$ cat config.mk
export PLATFORM = sky130hd
export DESIGN_NAME = bin_to_bcd_seq
export DESIGN_NICKNAME = d
export VERILOG_FILES = /design/src/rtl/bin_to_bcd_seq.sv
export SDC_FILE = /design/constraint.sdc
export NUM_CORES = 1
export LEC_CHECK = 0
export CAP_MARGIN = 20
export CORE_MARGIN = 2
export CORE_UTILIZATION = 50
export CTS_BUF_LIST = sky130_fd_sc_hd__clkbuf_16
export DETAILED_ROUTE_END_ITERATION = 10
export PLACE_DENSITY = 0.78
export SYNTH_ARGS = -nofsm -noshare
export SYNTH_HDL_FRONTEND = slang
export SYNTH_SLANG_ARGS = --single-unit
$ cat constraint.sdc
create_clock -name clk -period 2.4 [get_ports clk]
set_input_delay 0.36 -clock clk [delete_from_list [all_inputs] [get_ports clk]]
set_output_delay 0.36 -clock clk [all_outputs]
set_load 0.005 [all_outputs]
$ cat src/rtl/bin_to_bcd_seq.sv
// Sequential binary-to-BCD converter using shift-and-add-3, one input bit per clock.
// start/busy/valid handshake; saturates to all nines and flags ovf when bin exceeds DIGITS.
module bin_to_bcd_seq #(
  parameter int W      = 8,
  parameter int DIGITS = 3
) (
  input  logic                  clk,
  input  logic                  rst,
  input  logic                  start,
  input  logic [W-1:0]          bin,
  output logic                  busy,
  output logic                  valid,
  output logic [4*DIGITS-1:0]   bcd,
  output logic                  ovf
);

  localparam int SW = 4 * (DIGITS + 1);  // scratch width, includes one guard nibble
  localparam int CW = $clog2(W + 1);

  typedef enum logic {IDLE, SHIFT} state_t;

  state_t         state;
  logic [SW-1:0]  scratch;
  logic [W-1:0]   bin_sh;
  logic [CW-1:0]  count;
  logic           sticky;

  logic [SW-1:0]   adj;
  logic [SW+W:0]   shifted;
  logic [SW-1:0]   nscr;
  logic [W-1:0]    nbin;
  logic            carry;
  logic            ovf_now;

  // NOTE: every always_comb output gets a default first, so no path can infer a latch.
  always_comb begin
    adj = scratch;
    for (int k = 0; k < DIGITS + 1; k++) begin
      if (scratch[4*k +: 4] >= 4'd5) adj[4*k +: 4] = scratch[4*k +: 4] + 4'd3;
    end
    shifted = {1'b0, adj, bin_sh} << 1;
    carry   = shifted[SW+W];
    nscr    = shifted[SW+W-1:W];
    nbin    = shifted[W-1:0];
    // Any bit that reaches or passes the guard nibble means the value needs DIGITS+1 digits.
    ovf_now = sticky | carry | (nscr[SW-1 -: 4] != 4'd0);
  end

  // NOTE: sequential state uses non-blocking assignments so every register samples pre-edge values.
  always_ff @(posedge clk or posedge rst) begin
    if (rst) begin
      state   <= IDLE;
      scratch <= '0;
      bin_sh  <= '0;
      count   <= '0;
      sticky  <= 1'b0;
      busy    <= 1'b0;
      valid   <= 1'b0;
      bcd     <= '0;
      ovf     <= 1'b0;
    end else begin
      valid <= 1'b0;
      case (state)
        IDLE: begin
          if (start) begin
            bin_sh  <= bin;
            scratch <= '0;
            sticky  <= 1'b0;
            count   <= CW'(W);
            busy    <= 1'b1;
            state   <= SHIFT;
          end
        end
        SHIFT: begin
          scratch <= nscr;
          bin_sh  <= nbin;
          sticky  <= sticky | carry;
          count   <= count - 1'b1;
          if (count == CW'(1)) begin
            bcd   <= ovf_now ? {DIGITS{4'h9}} : nscr[4*DIGITS-1:0];
            ovf   <= ovf_now;
            valid <= 1'b1;
            busy  <= 1'b0;
            state <= IDLE;
          end
        end
        default: state <= IDLE;
      endcase
    end
  end

endmodule

==> results of run 1 <==
## worst reg2reg max path: stages, from the launching register on
cell and delay, ns:
dfrtp_1 0.42, inv_1 0.11, ha_1 0.23, nand2b_1 0.11
a211oi_1 0.43, o2111a_1 0.46, a32o_1 0.23
## kinds of logic after synthesis
kind of cell / count (synthesis)
buf+inv: 24
fa+ha+maj: 10
simple gates: 60
compound gates: 62
mux: 14
xor+xnor: 4
flops: 45
## stage by stage
| stage | util, % | cell area (sq um) | setup WS (ns) | hold slack [ns] | total power (uW) |
|---|---|---|---|---|---|
| 6_report | 62.0 | 2680 | 0.345 | 0.477 | 3440 |
| 5_1_grt | 62.0 | 2680 | 0.152 | 0.502 | 3740 |
| 4_1_cts | 62.0 | 2680 | 0.351 | 0.486 | 3460 |
| 3_5_place_dp | 58.8 | 2540 | 0.417 | 0.473 | 2790 |
| 3_3_place_gp | 58.8 | 2540 | 0.472 | 0.464 | 2740 |
| 2_1_floorplan | - | 2230 | 0.486 | 0.452 | 2370 |
## metal layers
metal | up-vias | part of all wire, % | GRT usage [%]
li1 | 835 | - | -
met1 | 848 | 45 | 28.1
met2 | 47 | 50 | 31.2
met3 | 2 | 5.1 | 5.13
met4 | 0 | 0.18 | 3.77
met5 | - | 0 | 0
## how the worst min path moves through the flow
stage	start	endpoint	slack, ns	cells after the start
CTS	bcd[1]	bcd[1]	0.49	2
finish	bcd[1]	bcd[1]	0.48	2
global route	bcd[1]	bcd[1]	0.50	2
global placement	bcd[2]	bcd[2]	0.46	2
detailed placement	bcd[1]	bcd[1]	0.47	2
floorplan	bin_sh[0]	bin_sh[1]	0.45	2
## sequential cells by signal, indices dropped and copies added (netlist names)
name     count
state        1
bcd         12
busy         1
count        4
ovf          1
sticky       1
scratch     16
bin_sh       8
valid        1
## layout by cell type, fill, tap and decap left out, types with 5 or more instances in the layout
cell / instances
a21oi_1: 13
buf_4: 6
a31oi_1: 5
nor3b_1: 5
dfrtp_1: 45
clkdlybuf4s50_1: 25
o22ai_1: 7
inv_1: 11
nor2_1: 12
mux2i_1: 12
nand2_1: 24
o21ai_0: 16
clkbuf_16: 5
nor3_1: 5
ha_1: 10
## power by group through the flow
stage	combinational [uW]	clock, uW	sequential (uW)
final	1500	645	1290
after global routing	1710	692	1330
after CTS	1520	657	1280
after detailed placement	1490	0	1290
after global placement	1450	0	1280
after floorplan	1130	0	1240
## final cells by class
| type | instances | area share (%) |
|---|---|---|
| flip-flops and latches | 45 | 42.0 |
| inverters | 14 | 1.96 |
| clock inverters | 3 | 0.467 |
| multi-input cells | 150 | 37.4 |
| well taps | 52 | 2.43 |
| clock buffers | 5 | 4.67 |
| repair buffers | 31 | 11.0 |
==> flow_summary_export.csv, run 1 <==
group,metric,value,unit
clocking,cts.sinks,45,
run_status,outcome,"finished clean",
floorplanning,die_w,70.8,microns
finish,seq_area,1130,sq um
setup_path,worst_setup_path_end_kind,"flip-flop",
setup_path,critical_path.cell_chain,"inv_1 -> ha_1 -> nand2b_1 -> a211oi_1 -> o2111a_1 -> a32o_1",
floorplanning,chipHeight,70.8,microns
drt,wl_per_cell,14.8,microns
logic_synthesis,synth_simple_gate_area_share,13.1,%
placed_design,dpl.cell_count,292,
sta,finalSetupTns,0,ns
clocking,clk_pin_slew,0.06,ns
setup_path,critPathLaunchType,"flip-flop",
logic_synthesis,syn_area,2230,sq um
sta,rsz0062_at_grt,"no",
sta,max_slew.worst_pin.slew,0.556,ns
setup_path,ff2ff_setup_slack,0.34,ns
clocking,cts_buffers,5,
power,internal_power,2120,uW
logic_synthesis,synth_xor_area_share,1.57,%
setup_path,cp.depth,6,
placed_design,io_buffers,25,
drt,postRouteAntennaNets,0,
power,leakage,0.00119,uW
drt,drtIter0Drc,130,
sta,hold_viol_final,0,
placed_design,gp_congestion,0.860,
finish,multiInputGateArea,1000,sq um
sta,clock_skew,0.00584,ns
logic_synthesis,synth_seq_cells,45,
grt,track_usage,19.8,%
floorplanning,core,4320,sq um
logic_synthesis,synth_cell_types,40,
finish,antennaDiodeCount,0,
clocking,cts-root-buf,"clkbuf_16",
logic_synthesis,yosys_warnings,0,
logic_synthesis,synthAdderAreaFrac,5.61,%
finish,final.fill_count,366,
drt,vias_per_cell,5.77,
clocking,clockBufferDepth,2,
drt,drc,0,
sta,min_period,2.06,ns
clocking,cts_max_level,2,
clocking,cts_setup_buffers,0,
finish,synthToLayoutAreaGrowth,20.2,%
run,drv_cap,0,
power,swShare,38.3,%
setup_path,crit_slowest_cell,"o2111a_1",
logic_synthesis,muxShareOfSynthArea,6.40,%
drt,first_pass_iters,5,
grt,grt_pass1_vias,1648,
drt,routed_wl,4450,microns
logic_synthesis,yosysTopAreaCell,"dfrtp_1",
setup_path,crit_type,"flip-flop to flip-flop",
drt,vias,1732,
sta,fin_crit_sh,85.6,%
power,power_frac_seq,37.5,%
grt,grt_pass1_wl,7850,microns
logic_synthesis,netlist.area_leader.share,50.5,%
setup_path,crit_path_start,"scratch[12]",
grt,antenna_found_initial,0,
logic_synthesis,synth_top_flop_cell,"dfrtp_1",
logic_synthesis,yosysMostFrequentCell,"dfrtp_1",
grt,grt_max_degree,46,
setup_path,reg2reg_depth,6,
logic_synthesis,syn_avg_cell_area,10.2,sq um
setup_path,reg2reg_from,"scratch[12]",
sta,setup_violations,0,
logic_synthesis,synth_top_family_by_area,"compound AO/OA/AOI/OAI gates",
floorplanning,dieArea,5010,sq um
logic_synthesis,async_flop_share,100,%
worst_hold_path,hold_path_class,"flip-flop to flip-flop",
power,p_comb_share,43.8,%
setup_path,required,2.62,ns
finish,fin_cells,300,
finish,nNetsFinal,268,
setup_path,reg2reg_to,"bcd[10]",
floorplanning,rows,24,
power,power.density,1280,nW/um^2
setup_path,crit_fanout,10,
floorplanning,ioPinCount,26,
power,vdd_drop_max,658,uV
floorplanning,initial_utilization,51.5,%
clocking,cts_hold_buffers,0,
logic_synthesis,synth_edf_count,0,
logic_synthesis,syn_nets,240,
logic_synthesis,ys_seq_area_share,50.5,%
sta,max-slew-margin-rel,62.9,%
sta,slew_viol_final,0,
setup_path,endpoint,"bcd[10]",
placed_design,dp_hpwl,3050,microns
clocking,ctsResizeCount,0,
power,pwr-share-clk,18.8,%
logic_synthesis,synthTopCellsByCount,"45 x dfrtp_1, 24 x nand2_1, 16 x o21ai_0",
grt,grt_overflow,0,
clocking,insertion_delay,0.28,ns
clocking,cts_tree,"yes",
setup_path,cp_data_arrival_time,2.28,ns
logic_synthesis,synthTopCellsByArea,"dfrtp_1 51%, ha_1 5.6%, mux2i_1 5.4%, nand2_1 4.0%, o21ai_0 3.6%",
logic_synthesis,synth_cells,219,
setup_path,cp_top_family,"compound AO/OA/AOI/OAI gates",
logic_synthesis,synth_compound_area_share,18.2,%
power,p_sw,1320,uW
setup_path,path_buf_inv,1,
sta,max_freq,487,MHz
finish,drive_above_1_share,8.47,%
setup_path,cpPeakStageDelay,0.46,ns
Power figures use the tool's default switching activity.
==> run 2, diff against run 1 <==
MAX_ROUTING_LAYER = met4   (was not set)
==> run 2 against run 1 <==
  * Final cell count did not move
  * Die area did not move
  * Combinational power barely moved
  * Largest cell class unchanged
==> flow_summary_export.csv, run 2 (synthesis gave the netlist of run 1 again) <==
group,metric,value,unit
run_status,outcome,"finished clean",
grt,grt_pass1_wl,7850,microns
power,pwr-share-clk,18.7,%
drt,vias,1736,
drt,vias_per_cell,5.79,
sta,setup_violations,0,
grt,antenna_found_initial,0,
sta,hold_ws,0.477,ns
floorplanning,ioPinCount,26,
sta,finalSetupTns,0,ns
setup_path,crit_type,"flip-flop to flip-flop",
power,p_comb_share,43.9,%
power,internal_power,2120,uW
grt,grt_max_degree,46,
power,swShare,38.3,%
placed_design,io_buffers,25,
clocking,cts_max_level,2,
floorplanning,chipHeight,70.8,microns
finish,final_cell_mix,"45 x dfrtp_1, 25 x clkdlybuf4s50_1, 24 x nand2_1",
finish,final_area,2680,sq um
finish,fin_util,62.0,%
finish,antennaDiodeCount,0,
power,p_sw,1310,uW
sta,hold_viol_final,0,
sta,slew_viol_final,0,
drt,drtIter0Drc,151,
setup_path,cp_data_arrival_time,2.28,ns
drt,routed_wl,4470,microns
clocking,ctsResizeCount,0,
placed_design,dp_hpwl,3050,microns
sta,clock_skew,0.00509,ns
clocking,cts_tree,"yes",
drt,postRouteAntennaNets,0,
finish,top_regs,"scratch x16, bcd x12, bin_sh x8",
finish,synthToLayoutAreaGrowth,20.2,%
clocking,cts-root-buf,"clkbuf_16",
drt,wl_per_cell,14.9,microns
finish,regMostFlops,"scratch",
drt,drc,0,
floorplanning,rows,24,
setup_path,critPathLaunchType,"flip-flop",
power,leakage,0.00119,uW
worst_hold_path,hold_path_class,"flip-flop to flip-flop",
sta,min_period,2.06,ns
finish,drive_above_1_share,8.47,%
floorplanning,die_w,70.8,microns
floorplanning,initial_utilization,51.5,%
sta,max_freq,486,MHz
setup_path,worst_setup_path_end_kind,"flip-flop",
setup_path,path_buf_inv,1,
placed_design,gp_congestion,0.874,
setup_path,cp_top_family,"compound AO/OA/AOI/OAI gates",
setup_path,critical_path.cell_chain,"inv_1 -> ha_1 -> nand2b_1 -> a211oi_1 -> o2111a_1 -> a32o_1",
finish,final_common_cell,"dfrtp_1",
grt,grt_pass1_vias,1651,
clocking,clockBufferDepth,2,
setup_path,required,2.62,ns
clocking,insertion_delay,0.28,ns
sta,max-slew-margin-rel,63.0,%
placed_design,dpl_cell_area,2540,sq um
finish,largest_reg_flops,16,
power,power.density,1280,nW/um^2
grt,track_usage,20.4,%
sta,rsz0062_at_grt,"no",
finish,nNetsFinal,268,
setup_path,crit_slowest_cell,"o2111a_1",
power,power_frac_seq,37.5,%
power,vdd_drop_max,656,uV
setup_path,cpPeakStageDelay,0.47,ns
sta,max_slew.worst_pin.slew,0.556,ns
sta,fin_crit_sh,85.7,%
floorplanning,core,4320,sq um
clocking,cts_hold_buffers,0,
clocking,cts.sinks,45,
grt,grt_overflow,0,
clocking,cts_setup_buffers,0,
drt,first_pass_iters,4,
clocking,cts_buffers,5,
floorplanning,dieArea,5010,sq um
setup_path,crit_fanout,10,
run,drv_cap,0,
clocking,clk_pin_slew,0.06,ns
[run 2: layout make-up]
| cell class | count | area, sq um |
|---|---|---|
| Timing Repair Buffer | 31 | 295 |
| Multi-Input combinational cell | 150 | 1000 |
| Sequential cell | 45 | 1130 |
| Fill cell | 366 | 1650 |
| Clock inverter | 3 | 12.5 |
| Clock buffer | 5 | 125 |
| Tap cell | 52 | 65.1 |
| Inverter | 14 | 52.6 |
[run 2: worst register-to-register path: cells and delay by family (launching register included)]
family / cells / cell delay [ns]
buffers and inverters: 1 / 0.11
AND/OR/NAND/NOR: 1 / 0.11
flip-flops: 1 / 0.42
adder cells (fa/ha/maj): 1 / 0.23
AO/OA/AOI/OAI: 3 / 1.13
[run 2: power groups by stage]
stage | registers (uW) | logic (uW) | clock network, uW
final | 1290 | 1510 | 641
after global routing | 1330 | 1710 | 692
after CTS | 1280 | 1520 | 657
after detailed placement | 1290 | 1490 | 0
after global placement | 1280 | 1450 | 0
after floorplan | 1240 | 1130 | 0
[run 2: path summary, 6_finish.rpt]
kind	start	endpoint	slack (ns)	cells past startpoint
worst max-delay path	scratch[12]	bcd[10]	0.34	6
worst min-delay path	bcd[1]	bcd[1]	0.48	2
worst max register to register	scratch[12]	bcd[10]	0.34	6
worst min register to register	bcd[1]	bcd[1]	0.48	2
max in group asynchronous	rst	count[3]	1.50	3
min in group asynchronous	rst	scratch[5]	0.51	3
[run 2: routing by layer]
layer	share of wire, %	track usage [%]	vias up
met5	0	-	-
met4	0.18	3.77	0
met3	6.0	5.13	2
met2	49	31.3	64
met1	45	28.0	838
li1	-	-	832
[run 2: through the flow]
stage | total power [uW] | cells | worst slack (ns)
floorplan | 2370 | 219 | 0.486
global placement | 2740 | 292 | 0.472
detailed placement | 2790 | 292 | 0.417
CTS | 3460 | 300 | 0.351
global route | 3740 | 300 | 0.154
finish | 3430 | 300 | 0.343
==> run 3, diff against run 2 <==
clock period = 2.28 ns   (was 2.4 ns; I/O delays follow)
==> run 3 against run 2 <==
  * Power grew 5.6%
  * First-iteration DRC count shrank 4.0%
  * Worst setup slack lost 0.14 ns
  * Highest routed layer unchanged
  * Utilization is the same
  * Non-clock buffer count is the same
  * Routed wire length grew 0.72%
  * Critical endpoint is now bcd[6]
  * Via count shrank 1.8%
==> flow_summary_export.csv, run 3 (synthesis gave the netlist of run 1 again) <==
group,metric,value,unit
run_status,outcome,"finished clean",
clocking,cts-root-buf,"clkbuf_16",
drt,vias_per_cell,5.68,
grt,antenna_found_initial,0,
sta,fin_crit_sh,91.2,%
finish,nNetsFinal,268,
finish,final_cell_mix,"45 x dfrtp_1, 25 x clkdlybuf4s50_1, 24 x nand2_1",
clocking,cts_setup_buffers,0,
clocking,cts_buffers,5,
finish,antennaDiodeCount,0,
floorplanning,ioPinCount,26,
finish,final_area,2680,sq um
drt,drc,0,
setup_path,crit_type,"flip-flop to flip-flop",
power,p_comb_share,43.6,%
power,power.total,3630,uW
drt,routed_wl,4500,microns
grt,grt_pass1_vias,1610,
setup_path,cp_data_arrival_time,2.25,ns
clocking,clockBufferDepth,2,
clocking,cts_tree,"yes",
finish,final.fill_count,374,
drt,drtIter0Drc,145,
power,swShare,38.4,%
placed_design,dpl_cell_area,2540,sq um
clocking,cts_hold_buffers,0,
grt,track_usage,21.0,%
drt,wl_per_cell,15.0,microns
finish,drive_above_1_share,8.47,%
placed_design,gp_congestion,0.874,
finish,final_common_cell,"dfrtp_1",
power,vdd_drop_max,567,uV
floorplanning,rows,24,
sta,hold_viol_final,0,
drt,vias,1704,
floorplanning,die_w,70.8,microns
placed_design,io_buffers,25,
clocking,cts.sinks,45,
setup_path,crit_slowest_cell,"mux2_2",
finish,regMostFlops,"scratch",
power,p_sw,1390,uW
setup_path,reg2reg_from,"scratch[12]",
setup_path,worst_setup_path_end_kind,"flip-flop",
setup_path,crit_fanout,11,
power,power_frac_seq,37.5,%
sta,max_freq,481,MHz
sta,min_period,2.08,ns
power,leakage,0.00119,uW
clocking,insertion_delay,0.29,ns
sta,setup_violations,0,
grt,grt_overflow,0,
setup_path,cp.depth,6,
clocking,cts_max_level,2,
run,drv_cap,0,
finish,largest_reg_flops,16,
setup_path,path_buf_inv,1,
drt,first_pass_iters,4,
power,internal_power,2230,uW
sta,max_slew.worst_pin.slew,0.561,ns
setup_path,critPathLaunchType,"flip-flop",
floorplanning,core,4320,sq um
floorplanning,initial_utilization,51.5,%
setup_path,ff2ff_setup_slack,0.20,ns
sta,finalSetupTns,0,ns
finish,synthToLayoutAreaGrowth,20.2,%
sta,rsz0062_at_grt,"no",
power,pwr-share-clk,18.9,%
sta,slew_viol_final,0,
setup_path,critical_path.cell_chain,"inv_1 -> ha_1 -> nand2b_1 -> a21oi_1 -> mux2_2 -> a32o_1",
setup_path,reg2reg_to,"bcd[6]",
drt,postRouteAntennaNets,0,
floorplanning,dieArea,5010,sq um
grt,grt_pass1_wl,7900,microns
worst_hold_path,hold_path_class,"input pin to asynchronous set/reset pin",
setup_path,cp_top_family,"compound AO/OA/AOI/OAI gates",
sta,clock_skew,0.00476,ns
setup_path,reg2reg_depth,6,
sta,max-slew-margin-rel,62.6,%
clocking,ctsResizeCount,0,
floorplanning,chipHeight,70.8,microns
setup_path,cpPeakStageDelay,0.48,ns
clocking,clk_pin_slew,0.06,ns
finish,top_regs,"scratch x16, bcd x12, bin_sh x8",
grt,grt_max_degree,46,
setup_path,required,2.45,ns
power,power.density,1350,nW/um^2
placed_design,dp_hpwl,3130,microns
## run 3: cell counts in the layout (fill, tap and decap cells not counted)
No cell type changed its count.
## run 3: worst min-delay path, cell delays in order
cell	delay (ns)
clkdlybuf4s50_1	0.40
clkinv_1	0.04
buf_4	0.46
## run 3: worst max-delay path by stage
stage	from	end	slack, ns
after floorplan	scratch[12]	bcd[5]	0.37
after global placement	scratch[12]	bcd[6]	0.36
after detailed placement	scratch[12]	bcd[6]	0.26
after CTS	scratch[12]	bcd[6]	0.21
after global routing	scratch[12]	bcd[6]	0.05
final	scratch[12]	bcd[6]	0.20
## run 3: layer usage
metal | track usage (%) | wire [microns] | part of all wire [%] | vias up
met1 | 27.0 | 2010 | 45 | 815
met5 | - | 0 | 0 | -
met4 | 6.92 | 62 | 1.4 | 0
met2 | 31.9 | 2160 | 48 | 46
li1 | - | - | - | 837
met3 | 6.41 | 260 | 5.8 | 6
## run 3: power groups by stage
| stage | combinational, uW | sequential (uW) | clock (uW) |
|---|---|---|---|
| floorplan | 1190 | 1310 | 0 |
| global placement | 1530 | 1350 | 0 |
| detailed placement | 1580 | 1360 | 0 |
| CTS | 1590 | 1360 | 695 |
| global route | 1780 | 1410 | 743 |
| finish | 1580 | 1360 | 684 |
## run 3: cell type report
| class | instances | area [sq um] | share of cell area (%) |
|---|---|---|---|
| Timing Repair Buffer | 31 | 295 | 11.0 |
| Multi-Input combinational cell | 150 | 1000 | 37.4 |
| Inverter | 14 | 52.6 | 1.96 |
| Sequential cell | 45 | 1130 | 42.0 |
| Clock inverter | 3 | 12.5 | 0.467 |
| Clock buffer | 5 | 125 | 4.67 |
| Tap cell | 52 | 65.1 | 2.43 |
## run 3: metrics by stage
| step | instances | setup WS [ns] | utilization, % | hold slack [ns] |
|---|---|---|---|---|
| finish | 300 | 0.201 | 62.0 | 0.485 |
| global route | 300 | 0.0528 | 62.0 | 0.522 |
| CTS | 300 | 0.211 | 62.0 | 0.495 |
| detailed placement | 292 | 0.255 | 58.8 | 0.482 |
| global placement | 292 | 0.355 | 58.8 | 0.465 |
| floorplan | 219 | 0.366 | - | 0.452 |
